===== src/rtl/unsigned_mul_8x8_ha_accum_pkg.sv =====
// mul8_ha_pkg: shared widths and FSM state type for the serial half-adder row accumulator
package mul8_ha_pkg;
  localparam int NUM_PAIRS = 4;
  localparam int T_W = 9;
  localparam int B_W = 7;
  localparam int PAIR_W = 10;
  localparam int ACC_W = 17;
  localparam int PROD_W = 16;
  typedef enum logic [1:0] {IDLE, ACCUM, DONE} state_e;
endpackage


===== src/rtl/unsigned_mul_8x8_ha_accum_if.sv =====
// unsigned_mul_8x8_ha_accum_if: row-pair input handshake (in_valid/in_ready, ha_array_k_t/b) and result handshake (out_valid/out_ready, product, sat)
interface unsigned_mul_8x8_ha_accum_if;
  import mul8_ha_pkg::*;
  logic in_valid;
  logic in_ready;
  logic out_valid;
  logic out_ready;
  logic sat;
  logic [PROD_W-1:0] product;
  logic [T_W-1:0] ha_array_0_t, ha_array_1_t, ha_array_2_t, ha_array_3_t;
  logic [B_W-1:0] ha_array_0_b, ha_array_1_b, ha_array_2_b, ha_array_3_b;
  modport master (
    output in_valid, out_ready,
    output ha_array_0_t, ha_array_1_t, ha_array_2_t, ha_array_3_t,
    output ha_array_0_b, ha_array_1_b, ha_array_2_b, ha_array_3_b,
    input in_ready, out_valid, product, sat
  );
  modport slave (
    input in_valid, out_ready,
    input ha_array_0_t, ha_array_1_t, ha_array_2_t, ha_array_3_t,
    input ha_array_0_b, ha_array_1_b, ha_array_2_b, ha_array_3_b,
    output in_ready, out_valid, product, sat
  );
endinterface


===== src/rtl/unsigned_mul_8x8_ha_accum_pair_eval.sv =====
// mul8_ha_pair_eval: value of one row pair, t_i (9b, weight 2^i) + b_i (7b, weight 2^(i+2)) -> p_o (10b)
module mul8_ha_pair_eval
  import mul8_ha_pkg::*;
(
  input  logic [T_W-1:0]    t_i,
  input  logic [B_W-1:0]    b_i,
  output logic [PAIR_W-1:0] p_o
);
  assign p_o = PAIR_W'(t_i) + PAIR_W'({b_i, 2'b00});
endmodule


===== src/rtl/unsigned_mul_8x8_ha_accum.sv =====
// unsigned_mul_8x8_ha_accum: serial weighted sum of four HA row pairs, saturated to 16 bits; ports clk, rst_n (async active-low), bus (slave modport)
module unsigned_mul_8x8_ha_accum
  import mul8_ha_pkg::*;
#(
  parameter int NUM_PAIRS = mul8_ha_pkg::NUM_PAIRS,
  parameter int ACC_W = mul8_ha_pkg::ACC_W
) (
  input logic clk,
  input logic rst_n,
  unsigned_mul_8x8_ha_accum_if.slave bus
);
  localparam int CNT_W = $clog2(NUM_PAIRS);
  state_e state_q, state_d;
  logic [CNT_W-1:0] cnt_q;
  logic [ACC_W-1:0] acc_q, acc_d, term;
  logic [T_W-1:0] t_q [NUM_PAIRS];
  logic [T_W-1:0] t_in [NUM_PAIRS];
  logic [B_W-1:0] b_q [NUM_PAIRS];
  logic [B_W-1:0] b_in [NUM_PAIRS];
  logic [PAIR_W-1:0] pair;
  logic [PROD_W-1:0] product_q, product_d;
  logic sat_q, sat_d, in_ready_w, in_fire, last;
  assign t_in[0] = bus.ha_array_0_t;
  assign t_in[1] = bus.ha_array_1_t;
  assign t_in[2] = bus.ha_array_2_t;
  assign t_in[3] = bus.ha_array_3_t;
  assign b_in[0] = bus.ha_array_0_b;
  assign b_in[1] = bus.ha_array_1_b;
  assign b_in[2] = bus.ha_array_2_b;
  assign b_in[3] = bus.ha_array_3_b;
  mul8_ha_pair_eval u_eval (
    .t_i(t_q[cnt_q]),
    .b_i(b_q[cnt_q]),
    .p_o(pair)
  );
  always_comb begin
    in_ready_w = state_q == IDLE || (state_q == DONE && bus.out_ready);
    in_fire = bus.in_valid && in_ready_w;
    last = cnt_q == CNT_W'(NUM_PAIRS - 1);
    term = ACC_W'(pair) << {cnt_q, 1'b0};
    acc_d = acc_q + term;
    sat_d = |acc_d[ACC_W-1:PROD_W];
    product_d = sat_d ? '1 : acc_d[PROD_W-1:0];
    state_d = in_fire ? ACCUM
            : (state_q == ACCUM && last) ? DONE
            : (state_q == DONE && bus.out_ready) ? IDLE
            : state_q;
  end
  always_ff @(posedge clk or negedge rst_n)
    if (!rst_n) begin
      state_q <= IDLE;
      cnt_q <= '0;
      acc_q <= '0;
      product_q <= '0;
      sat_q <= 1'b0;
      t_q <= '{default: '0};
      b_q <= '{default: '0};
    end else begin
      state_q <= state_d;
      if (in_fire) begin
        t_q <= t_in;
        b_q <= b_in;
        cnt_q <= '0;
        acc_q <= '0;
      end else if (state_q == ACCUM) begin
        cnt_q <= cnt_q + CNT_W'(1);
        acc_q <= acc_d;
        if (last) begin
          product_q <= product_d;
          sat_q <= sat_d;
        end
      end
    end
  assign bus.in_ready = in_ready_w;
  assign bus.out_valid = state_q == DONE;
  assign bus.product = product_q;
  assign bus.sat = sat_q;
endmodule


===== src/flat_wrapper.sv =====
// flat-port wrapper written by rule: the top's interface ports become plain ports
module unsigned_mul_8x8_ha_accum_flat import mul8_ha_pkg::*;
#(
  parameter int NUM_PAIRS = mul8_ha_pkg::NUM_PAIRS,
  parameter int ACC_W = mul8_ha_pkg::ACC_W
)
  (clk, rst_n, bus_in_valid, bus_out_ready, bus_ha_array_0_t, bus_ha_array_1_t, bus_ha_array_2_t, bus_ha_array_3_t, bus_ha_array_0_b, bus_ha_array_1_b, bus_ha_array_2_b, bus_ha_array_3_b, bus_in_ready, bus_out_valid, bus_product, bus_sat);
  unsigned_mul_8x8_ha_accum_if bus_i ();
  input logic clk;
  input logic rst_n;
  input wire logic [$bits(bus_i.in_valid)-1:0] bus_in_valid;
  input wire logic [$bits(bus_i.out_ready)-1:0] bus_out_ready;
  input wire logic [$bits(bus_i.ha_array_0_t)-1:0] bus_ha_array_0_t;
  input wire logic [$bits(bus_i.ha_array_1_t)-1:0] bus_ha_array_1_t;
  input wire logic [$bits(bus_i.ha_array_2_t)-1:0] bus_ha_array_2_t;
  input wire logic [$bits(bus_i.ha_array_3_t)-1:0] bus_ha_array_3_t;
  input wire logic [$bits(bus_i.ha_array_0_b)-1:0] bus_ha_array_0_b;
  input wire logic [$bits(bus_i.ha_array_1_b)-1:0] bus_ha_array_1_b;
  input wire logic [$bits(bus_i.ha_array_2_b)-1:0] bus_ha_array_2_b;
  input wire logic [$bits(bus_i.ha_array_3_b)-1:0] bus_ha_array_3_b;
  output wire logic [$bits(bus_i.in_ready)-1:0] bus_in_ready;
  output wire logic [$bits(bus_i.out_valid)-1:0] bus_out_valid;
  output wire logic [$bits(bus_i.product)-1:0] bus_product;
  output wire logic [$bits(bus_i.sat)-1:0] bus_sat;
  assign bus_i.in_valid = bus_in_valid;
  assign bus_i.out_ready = bus_out_ready;
  assign bus_i.ha_array_0_t = bus_ha_array_0_t;
  assign bus_i.ha_array_1_t = bus_ha_array_1_t;
  assign bus_i.ha_array_2_t = bus_ha_array_2_t;
  assign bus_i.ha_array_3_t = bus_ha_array_3_t;
  assign bus_i.ha_array_0_b = bus_ha_array_0_b;
  assign bus_i.ha_array_1_b = bus_ha_array_1_b;
  assign bus_i.ha_array_2_b = bus_ha_array_2_b;
  assign bus_i.ha_array_3_b = bus_ha_array_3_b;
  assign bus_in_ready = bus_i.in_ready;
  assign bus_out_valid = bus_i.out_valid;
  assign bus_product = bus_i.product;
  assign bus_sat = bus_i.sat;
  unsigned_mul_8x8_ha_accum #(.NUM_PAIRS(NUM_PAIRS), .ACC_W(ACC_W)) u_core (.clk(clk), .rst_n(rst_n), .bus(bus_i));
endmodule

===== config.mk =====
export PLATFORM = sky130hd
export DESIGN_NAME = unsigned_mul_8x8_ha_accum_flat
export DESIGN_NICKNAME = d
export VERILOG_FILES = /design/src/rtl/unsigned_mul_8x8_ha_accum_pkg.sv /design/src/rtl/unsigned_mul_8x8_ha_accum_if.sv /design/src/rtl/unsigned_mul_8x8_ha_accum_pair_eval.sv /design/src/rtl/unsigned_mul_8x8_ha_accum.sv /design/src/flat_wrapper.sv
export SDC_FILE = /design/constraint.sdc
export NUM_CORES = 1
export LEC_CHECK = 0
export CAP_MARGIN = 20
export CORE_ASPECT_RATIO = 0.7
export CORE_MARGIN = 4
export CORE_UTILIZATION = 40
export DETAILED_ROUTE_END_ITERATION = 10
export PLACE_DENSITY = 0.71
export RECOVER_POWER = 50
export SLEW_MARGIN = 15
export SYNTH_ARGS = -nofsm -noshare
export SYNTH_HDL_FRONTEND = slang
export SYNTH_SLANG_ARGS = --single-unit

===== constraint.sdc =====
create_clock -name clk -period 8.8 [get_ports clk]
set_input_delay 1.76 -clock clk [delete_from_list [all_inputs] [get_ports clk]]
set_output_delay 1.76 -clock clk [all_outputs]
set_load 0.005 [all_outputs]

# Yosys cells after proc, flatten, opt, wreduce, memory -nomap -nowiden
# Cells that the tools add are included.
# classes
n_shift	1
magnitude_cmp	1
bitwise	2
reduce_logical	8
eq_ne	3
mux	14
n_addsub	3
# ops
cell	n
2-to-1 mux 17 bit	2
binary-select mux 9 bit (select 2 bit)	1
2-to-1 mux 9 bit	2
adder 17 bit	1
left shift 10 x 3 -> 17 bit	1
2-to-1 mux 16 bit	1
binary-select mux 7 bit (select 2 bit)	1
2-to-1 mux 7 bit	2
adder 9 x 9 -> 10 bit	1
2-to-1 mux 2 bit	5
equality test 2 bit, second input constant	2
>= comparator 3 bit, second input constant	1
logical AND 1 bit	3
inverter 2 -> 3 bit	1
AND reduction 3 bit	1
nonzero test 3 bit	1
adder 2 x 1 -> 2 bit, second input constant	1
equality test 2 x 1 -> 1 bit, second input constant	1
logical NOT 2 bit	1
nonzero test 2 bit	1
logical OR 1 bit	1
inverter 1 bit	1
# totals
inputBits	68
ff_bits	102
output_inout_bits	19

# Logic depth before layout (Yosys ltp)
# Gate-level depths: netlist of run 1.
# depth
depth_word	9
ltp_mapped	21
ltp_nobuf	18

# Modules after synthesis
# A second synthesis of run 1 with hierarchy kept.
# unflattened
hier_cells	639
area_unflattened_um2	5753.0
# modules_own_cells
module	seq_area_each_um2	instances	cells_each	area_per_inst_um2
unsigned_mul_8x8_ha_accum	2552.4	1	599	5461.5
mul8_ha_pair_eval	0.0	1	40	291.5

# Worst setup path before layout of run 1
# No wires, ideal clock.
# synth_path
kind	register to register
from	reg u_core.cnt_q[1]
to	reg u_core.product_q[13] (netlist: u_core.bus.product[13])
n_path_buf	2
path_slack_ps	4274
setup_ps	139
t_arrival_ps	4388
t_required_ps	8661
stages_incl_launch_ff	20
cell_sequence	dfrtp_1 clkbuf_1 clkbuf_1 mux4_2 ha_1 fa_1 a21o_1 a21oi_1 o21bai_1 a21oi_1 xor2_1 o21ai_1 mux2_2 ha_1 a21o_1 o41ai_1 o21ai_1 a31oi_1 xor2_1 a31oi_1
# synth_via
elab_chain_len	8
word_cells_on_any_way	13
cone_classes	add/sub: 2; eq/ne: 1; shift: 1; mux: 7; bitwise: 1; reduce/logical: 1
# synth_lines
element	line_no	rtl
start, declared	unsigned_mul_8x8_ha_accum.sv:14	logic [CNT_W-1:0] cnt_q;
start signal, assigned	unsigned_mul_8x8_ha_accum.sv:66	cnt_q <= cnt_q + CNT_W'(1);
inverter 2 -> 3 bit (not written as such)	unsigned_mul_8x8_ha_accum.sv:32, unsigned_mul_8x8_ha_accum.sv:33	
binary-select mux 9 bit (select 2 bit) or binary-select mux 7 bit (select 2 bit) (tied branches)	unsigned_mul_8x8_ha_accum.sv:32, unsigned_mul_8x8_ha_accum.sv:33	
2-to-1 mux 9 bit (not written as such) or 2-to-1 mux 7 bit (tied branches) (2 in series)	unsigned_mul_8x8_ha_accum.sv:32, unsigned_mul_8x8_ha_accum.sv:33	
adder 9 x 9 -> 10 bit	unsigned_mul_8x8_ha_accum_pair_eval.sv:9	assign p_o = PAIR_W'(t_i) + PAIR_W'({b_i, 2'b00});
left shift 10 x 3 -> 17 bit	unsigned_mul_8x8_ha_accum.sv:40	term = ACC_W'(pair) << {cnt_q, 1'b0};
adder 17 bit	unsigned_mul_8x8_ha_accum.sv:41	acc_d = acc_q + term;
2-to-1 mux 16 bit	unsigned_mul_8x8_ha_accum.sv:43	product_d = sat_d ? '1 : acc_d[PROD_W-1:0];
end signal, assigned	unsigned_mul_8x8_ha_accum.sv:69	product_q <= product_d;
end, declared	unsigned_mul_8x8_ha_accum.sv:21	logic [PROD_W-1:0] product_q, product_d;
# Parallel ways exist; a longest one is shown, timed or not. The select of a mux whose other input is x is not followed.
# A chain may end at the register's enable or synchronous reset.

# Worst setup path in the final report of run 1
# layout_path
from	reg u_core.cnt_q[0]
to	reg u_core.product_q[11] (netlist: u_core.bus.product[11])
# Same word-level chain as after synthesis.

==> results of run 1 <==
==> tightest hold or removal path: stages, from the launching register on <==
cell and delay [ns]:
dfrtp_1 0.34, nand2_1 0.05, nand2_1 0.05
==> synthesized netlist by cell type, drive strengths merged, types with 2 or more instances <==
cell      n
inv       8
nand2   218
a21oi    25
a211oi    2
mux4     14
a31oi    16
nor2     37
or3       2
xnor2     8
a21o      8
mux2i     3
o211ai    3
fa        2
o21bai    2
xor2     11
clkbuf   23
a22o      2
and2      5
nor2b     4
buf       9
o31ai     2
ha       24
o21ai    30
nand2b    3
nand3    18
a41oi     2
dfrtp   102
==> metal layers <==
| layer | share of wire, % | global-route usage, % | wire [microns] |
|---|---|---|---|
| met1 | 51 | 27.5 | 6880 |
| met2 | 43 | 25.6 | 5780 |
| met3 | 5.8 | 4.90 | 785 |
| met4 | 0.61 | 3.39 | 83 |
| met5 | 0 | 0 | 0 |
==> sequential cells by signal, summed over array words and instances (netlist names) <==
register            flops
u_core.bus.sat          1
u_core.state_q          2
u_core.bus.product     16
u_core.acc_q           17
u_core.cnt_q            2
u_core.t_q             36
u_core.b_q             28
==> kinds of logic after synthesis <==
logic type | count (synthesis) | synth area share [%]
AOI/OAI and AO/OA | 101 | 12.1
xor gates and xnor gates | 19 | 3.42
adders and majority gates | 26 | 6.29
buffers and inverters | 40 | 2.98
DFF | 102 | 47.2
muxes | 18 | 6.59
and+or+nand+nor | 291 | 21.5
==> cell usage in the layout, fill, tap and decap left out, drive strengths merged, types with 8 or more instances in the layout <==
cell type,instances
nand3,18
clkdlybuf4s50,76
o21ai,30
xnor2,8
a31oi,16
dlygate4sd3,9
nand2,218
ha,24
xor2,11
inv,12
a21oi,25
clkbuf,12
dfrtp,102
mux4,14
nor2,37
a21o,8
==> path summary, 6_finish.rpt <==
kind / startpoint / endpoint / slack, ns / depth (start not counted)
max: u_core.cnt_q[0] / u_core.bus.product[11] / 3.46 / 16
min: u_core.t_q[14] / u_core.t_q[14] / 0.47 / 2
max reg2reg: u_core.cnt_q[0] / u_core.bus.product[11] / 3.46 / 16
min reg2reg: u_core.t_q[14] / u_core.t_q[14] / 0.47 / 2
max in group asynchronous: rst_n / u_core.cnt_q[0] / 4.99 / 2
min in group asynchronous: rst_n / u_core.bus.sat / 2.00 / 1
==> through the flow <==
step / cells / setup slack [ns] / util [%] / hold WS [ns]
floorplan: 597 / 4.27 / - / 0.437
global placement: 842 / 3.65 / 48.7 / 0.455
detailed placement: 842 / 3.48 / 48.7 / 0.459
CTS: 858 / 3.45 / 51.0 / 0.477
global route: 858 / 3.06 / 50.9 / 0.490
finish: 858 / 3.46 / 50.9 / 0.474
==> area by class of cell <==
cell class | count | area [sq um]
flip-flops and latches | 102 | 2550
multi-input cells | 455 | 2700
repair buffers | 92 | 900
clock buffers | 11 | 253
clock inverters | 5 | 46.3
well taps | 185 | 231
fillers | 1204 | 6470
inverters | 8 | 30.0
==> flow_summary.ini, run 1 <==
[run_status]
status = complete, but fails checks
violations = capacitance limit, slew limit

[worst_setup_path]
crit_fanout = 38
cp.arrival_ns = 5.55
cp_slowest_stage_delay_ns = 0.93
cpLargestDelayFamily = compound AO/OA/AOI/OAI gates
start_kind = flop
slowest_stage = dfrtp_2
crit_required_ns = 9.01
crit_chain = mux4_2 > ha_1 > fa_1 > a21o_1 > a21oi_1 > o21bai_1 > a21oi_1 > xor2_1 > o21ai_1 > mux2_2 > ha_1 > nand2_1 > nor2_1 > a41oi_4 > xnor2_4 > a31oi_1
end_kind = flop
critical_path_buf_inv_count = 0
crit_type = flop to flop

[floorplanning]
core_area_sq_um = 13200
die_y_microns = 105
ios = 87
initial_core_util_pct = 41.0
die_w_microns = 147
dieArea_sq_um = 15500
num_rows = 35

[placement]
postPlaceCellArea_sq_um = 6420
place_congestion = 0.775
io_buffer_count = 86
hpwl_microns = 9780

[timing]
fin_tns_setup_ns = 0
min_period_over_period_pct = 60.7
min_period_ns = 5.34
fmax_mhz = 187
slew_viol_final = 38
final_hold_viol_count = 0
skew_ns = 0.0137
rsz0062_at_grt = false
relSlewSlack_pct = -39.4
worst_pin_slew_ns = 2.09
setup_viol_count_final = 0

[drt]
via_per_inst = 5.06
ant_nets = 0
avgRoutedWirePerCell_microns = 15.8
drt_wl_total_microns = 13500
vias = 4345
remaining_drc_errors = 0
drtIter0Drc = 260
drt_first_pass_iters = 4

[final_layout]
layout.nets = 762
final_area_sq_um = 6710
drive_above_1_share_pct = 6.98
area_growth_pct = 24.1
num_antenna_cells = 0

[synthesis]
syn_area_per_cell_sq_um = 9.06
synth-edff-count = 0
yosys.area.top_type_share_pct = 47.2
ys_types = 51
netlist_area_sq_um = 5410
yosys_most_used_dff = dfrtp_1
ys_async_sr_fraction_pct = 100
yosys_warnings = 0
yosysTopAreaCell = dfrtp_1
yosysSeqAreaShare_pct = 47.2
ys_ff_latch = 102
synth_cells = 597
syn-num-nets = 691
synthTopCellsByArea = dfrtp_1, nand2_1, mux4_2

[worst_hold_path]
hold_class = flop to flop

[clock_tree]
cts_root_buffer = clkbuf_16
clk_latency_ns = 0.35
ctsResizeCount = 0
cts-htree-levels = 3
cts_tree = done
post_cts_buffers = 0
path_clk_slew_ns = 0.07
cts_max_path_buffers = 2
cts_buffers = 9
clock_sinks = 102
cts_hold_buf = 0

[grt]
grt.overflow.total = 0
grt_pass1_wl_microns = 22400
grtUsageTotal_pct = 18.0
grt_pass1_vias = 4321
antenna_found_initial = 0
grt_max_degree = 81

[run]
drv_cap = 1
Power of run 1 is not shown: default switching activity piles up to over one toggle a cycle in this logic, so the estimate is an artifact.
==> inputs of run 2 (changes only) <==
==> constraint.sdc (replaced) <==
create_clock -name clk -period 5.45 [get_ports clk]
set_input_delay 1.09 -clock clk [delete_from_list [all_inputs] [get_ports clk]]
set_output_delay 1.09 -clock clk [all_outputs]
set_load 0.005 [all_outputs]
==> run 2 against run 1 <==
Against the previous run: the flow still finishes with violations (capacitance limit, slew limit); setup slack got worse by 2.8 ns; utilization increased by 0.095 points; first-iteration DRC count increased by 27%; sequential share of layout area decreased by 0.071 points; worst hold slack about the same; count of clock-buffer cells in the layout unchanged; clock skew decreased by 0.0037 ns.
==> flow_summary.ini, run 2 (same netlist as run 1, synthesis figures left out) <==
[clock_tree]
cts-htree-levels = 3
cts_buffers = 9
cts_root_buffer = clkbuf_16
path_clk_slew_ns = 0.07
ctsResizeCount = 0
post_cts_buffers = 0
clk_latency_ns = 0.35
cts_tree = done
cts_max_path_buffers = 2
cts_hold_buf = 0
clock_sinks = 102

[grt]
grt_max_degree = 81
antenna_found_initial = 0
grt.overflow.total = 0
grt_pass1_wl_microns = 22100
grt_pass1_vias = 4316
grtUsageTotal_pct = 17.6

[final_layout]
final_cell_mix = nand2_1, dfrtp_1, clkdlybuf4s50_1
largest_reg_flops = 36
layout_commonest_cell = nand2_1
reg_top3 = u_core.t_q x36, u_core.b_q x28, u_core.acc_q x17
num_antenna_cells = 0
area_growth_pct = 24.3
stdcell_count = 859
top_register = u_core.t_q
final_area_sq_um = 6730
layout.nets = 763
drive_above_1_share_pct = 6.97

[placement]
dpl.cell_count = 843
place_congestion = 0.786
hpwl_microns = 9660
dp_slack_ns = 0.682
postPlaceCellArea_sq_um = 6430
io_buffer_count = 86

[worst_setup_path]
rr_worst_depth = 16
critical_path_buf_inv_count = 0
crit_type = flop to flop
reg2reg_to = u_core.bus.product[12]
path_depth = 16
end_kind = flop
slowest_stage = dfrtp_1
ff2ff_setup_slack_ns = 0.68
cp.arrival_ns = 4.98
cp_slowest_stage_delay_ns = 0.69
crit_fanout = 17
crit_required_ns = 5.66
r2r_start = u_core.cnt_q[1]
cpLargestDelayFamily = compound AO/OA/AOI/OAI gates
start_kind = flop
crit_chain = mux4_2 > ha_1 > fa_1 > a21o_1 > a21oi_1 > o21bai_1 > a21oi_1 > xor2_1 > o21ai_1 > mux2_2 > ha_1 > nand2_1 > nor2_1 > a41oi_4 > xnor2_4 > a31oi_1

[timing]
skew_ns = 0.0101
slew_viol_final = 105
final_hold_viol_count = 0
min_period_ns = 4.77
relSlewSlack_pct = -39.9
setup_viol_count_final = 0
worst_slack_ns = 0.678
fmax_mhz = 210
rsz0062_at_grt = false
min_period_over_period_pct = 87.6
fin_tns_setup_ns = 0
worst_pin_slew_ns = 2.10

[drt]
drt_wl_total_microns = 13200
drtIter0Drc = 330
drt_first_pass_iters = 5
avgRoutedWirePerCell_microns = 15.3
remaining_drc_errors = 0
ant_nets = 0
vias = 4351
via_per_inst = 5.07

[run_status]
violations = capacitance limit, slew limit
status = complete, but fails checks

[floorplanning]
initial_core_util_pct = 41.0
die_w_microns = 147
num_rows = 35
dieArea_sq_um = 15500
core_area_sq_um = 13200
ios = 87
die_y_microns = 105

[worst_hold_path]
worstHoldStart = u_core.t_q[27]
hold_end = u_core.t_q[27]
hold_class = flop to flop
whs_path_depth = 2

[run]
drv_cap = 2
run 2: cell types whose count changed in the layout (fill, tap and decap cells not counted):
cell,change
bufinv_16,+1
clkbuf_1,+1
clkbuf_2,+1
clkbuf_8,-1
clkinv_2,+1
clkinv_4,-1
inv_6,-1
run 2: final cells by class:
class / count / area (sq um)
Sequential cell: 102 / 2550
Clock buffer: 11 / 243
Tap cell: 185 / 231
Timing Repair Buffer: 93 / 905
Multi-Input combinational cell: 455 / 2700
Clock inverter: 5 / 63.8
Fill cell: 1214 / 6450
Inverter: 8 / 30.0
run 2: tightest hold or removal path: stages, from the launching register on:
cell and delay, ns:
dfrtp_1 0.34, nand2_1 0.05, nand2_1 0.05
run 2: through the flow:
stage               utilization, %  hold slack (ns)
detailed placement            48.8            0.457
global route                  51.0            0.495
CTS                           51.1            0.475
global placement              48.8            0.454
finish                        51.0            0.474
floorplan                        -            0.437
run 2: how the worst max path moves through the flow:
| stage | from | end | slack (ns) |
|---|---|---|---|
| after floorplan | u_core.cnt_q[1] | u_core.bus.product[13] | 0.92 |
| after global routing | u_core.cnt_q[0] | u_core.bus.product[9] | 0.29 |
| after detailed placement | u_core.cnt_q[0] | u_core.bus.product[12] | 0.68 |
| final | u_core.cnt_q[1] | u_core.bus.product[12] | 0.68 |
| after global placement | u_core.cnt_q[0] | u_core.bus.product[12] | 0.76 |
| after CTS | u_core.cnt_q[0] | u_core.bus.product[12] | 0.66 |
run 2: layer usage:
layer	track usage, %	vias to the layer above	share of wire, %
met5	0	-	0
met4	3.26	0	0.88
met3	4.43	12	5.4
met2	24.6	105	41
met1	27.4	2075	52
li1	-	2159	-
Power of run 2 is left out for the same reason.
==> inputs of run 3 (changes only) <==
--- a/config.mk
+++ b/config.mk
@@ -5,12 +5,13 @@
 export SDC_FILE = /design/constraint.sdc
 export NUM_CORES = 1
 export LEC_CHECK = 0
+export ABC_AREA = 1
 export CAP_MARGIN = 20
 export CORE_ASPECT_RATIO = 0.7
 export CORE_MARGIN = 4
 export CORE_UTILIZATION = 40
 export DETAILED_ROUTE_END_ITERATION = 10
-export PLACE_DENSITY = 0.71
+export PLACE_DENSITY = 0.7
 export RECOVER_POWER = 50
 export SLEW_MARGIN = 15
 export SYNTH_ARGS = -nofsm -noshare
==> run 3 against run 2 <==
Against the previous run: the flow still finishes with violations (capacitance limit, slew limit); count of clock-buffer cells in the layout is 2 lower; cell count is 12% higher; synthesized area is 9.9% higher; wire length is 5.7% higher; worst hold slack better by 0.0021 ns; largest cell class unchanged.
==> flow_summary.ini, run 3 <==
[run_status]
status = complete, but fails checks
violations = capacitance limit, slew limit

[worst_hold_path]
hold_class = flop to flop
whs_path_depth = 2
worstHoldStart = u_core.bus.product[11]
hold_end = u_core.bus.product[11]

[worst_setup_path]
crit_type = flop to flop
reg2reg_to = u_core.bus.product[13]
ff2ff_setup_slack_ns = 1.35
end_kind = flop
r2r_start = u_core.cnt_q[0]
crit_fanout = 31
setup.worst_path.start = u_core.cnt_q[0]
cp.arrival_ns = 4.34
crit_required_ns = 5.69
rr_worst_depth = 24
start_kind = flop

[drt]
via_per_inst = 4.97
avgRoutedWirePerCell_microns = 14.5
drtIter0Drc = 343
drt_wl_total_microns = 13900
remaining_drc_errors = 0
ant_nets = 0
drt_first_pass_iters = 5
vias = 4776

[timing]
final_hold_viol_count = 0
worst_pin_slew_ns = 2.66
fin_tns_setup_ns = 0
rsz0062_at_grt = false
setup_viol_count_final = 0
min_period_ns = 4.10
fmax_mhz = 244
skew_ns = 0.0103
min_period_over_period_pct = 75.3
relSlewSlack_pct = -77.4
slew_viol_final = 49

[grt]
antenna_found_initial = 0
grt_max_degree = 56
grt_pass1_vias = 4665
grt_pass1_wl_microns = 23600
grtUsageTotal_pct = 17.2
grt.overflow.total = 0

[synthesis]
yosys_warnings = 0
syn-num-nets = 783
synth_top_cells_by_count = nand2_1, dfrtp_1, nor2_1
yosysSeqAreaShare_pct = 42.9
ys_ff_latch = 102
ys_async_sr_fraction_pct = 100
netlist_area_sq_um = 5950
synth.most_common_cell = nand2_1
yosys_most_used_dff = dfrtp_1
synthTopCellsByArea = dfrtp_1, mux2_1, nand2_1
ys_types = 40
synth-edff-count = 0
syn_area_per_cell_sq_um = 8.63
yosysTopAreaCell = dfrtp_1
synth_cells = 689
yosys.area.top_type_share_pct = 42.9

[clock_tree]
clock_sinks = 102
path_clk_slew_ns = 0.08
cts_hold_buf = 0
cts-htree-levels = 3
cts_max_path_buffers = 2
cts_buffers = 9
cts_root_buffer = clkbuf_16
cts_tree = done
post_cts_buffers = 0
ctsResizeCount = 0
clk_latency_ns = 0.35

[final_layout]
largest_reg_flops = 36
layout.nets = 860
drive_above_1_share_pct = 8.56
reg_top3 = u_core.t_q x36, u_core.b_q x28, u_core.acc_q x17
top_register = u_core.t_q
layout_commonest_cell = nand2_1
num_antenna_cells = 0
area_growth_pct = 22.2
final_cell_mix = nand2_1, dfrtp_1, clkdlybuf4s50_1

[floorplanning]
initial_core_util_pct = 41.8
ios = 87
die_w_microns = 154
num_rows = 36
dieArea_sq_um = 16900
core_area_sq_um = 14200
die_y_microns = 110

[placement]
io_buffer_count = 86
hpwl_microns = 10200
place_congestion = 0.923

[run]
drv_cap = 1
## run 3: kinds of logic after synthesis
logic type      count (synthesis)  synth area share [%]
buf+inv                        97                  7.05
flops                         102                  42.9
fa+ha+maj                      26                  5.72
compound gates                 98                  9.81
mux                            64                  12.1
xor+xnor                        9                  1.33
simple gates                  293                  21.0
## run 3: cell type report
class                      count  area [sq um]
multi-input combinational    490          2970
inverter                      70           265
sequential                   102          2550
clock buffer                   9           225
clock inverter                 7           113
tap                          190           238
timing repair buffer          93           905
fill                        1374          6970
## run 3: metal layers
layer	vias up	global-route usage, %	wire length (microns)
met2	145	24.4	5460
met4	0	3.47	91
met1	2227	26.9	7480
li1	2396	-	-
met5	-	0	0
met3	8	3.86	877
## run 3: how the worst max path moves through the flow
stage                                         to  slack (ns)  depth (start not counted)
after floorplan            u_core.bus.product[0]        1.92                         26
after global placement    u_core.bus.product[15]        1.52                         24
after detailed placement  u_core.bus.product[13]        1.41                         23
after CTS                 u_core.bus.product[13]        1.37                         23
after global routing             u_core.acc_q[8]        0.65                          2
final                     u_core.bus.product[13]        1.35                         24
## run 3: worst max-delay path, stage by stage (launching register included)
cell and delay (ns):
dfrtp_1 0.39, inv_1 0.65, o21ai_0 0.16, o22ai_1 0.23, ha_1 0.32, a21oi_1 0.16, nand2_1 0.09, nand2_1 0.07
nand2_1 0.07, nand2_1 0.08, nand3_1 0.11, nand3_1 0.14, o21ai_1 0.08, ha_1 0.38, nand2_2 0.10, nor2_1 0.09
nand3_1 0.12, nand2_2 0.13, nand2_2 0.06, nand2_1 0.07, nand2_2 0.06, nand2_4 0.21, nand2_1 0.10, nand2_1 0.07
nand2_1 0.05
## run 3: stage by stage
step	setup WS [ns]	hold WS [ns]	std cells	util, %	instance area (sq um)
finish	1.35	0.476	961	51.0	7260
global route	0.647	0.507	961	51.0	7260
CTS	1.37	0.488	961	51.1	7280
detailed placement	1.41	0.469	945	48.8	6940
global placement	1.52	0.470	945	48.8	6940
floorplan	1.92	0.459	689	-	5950
Power of run 3 is left out for the same reason.
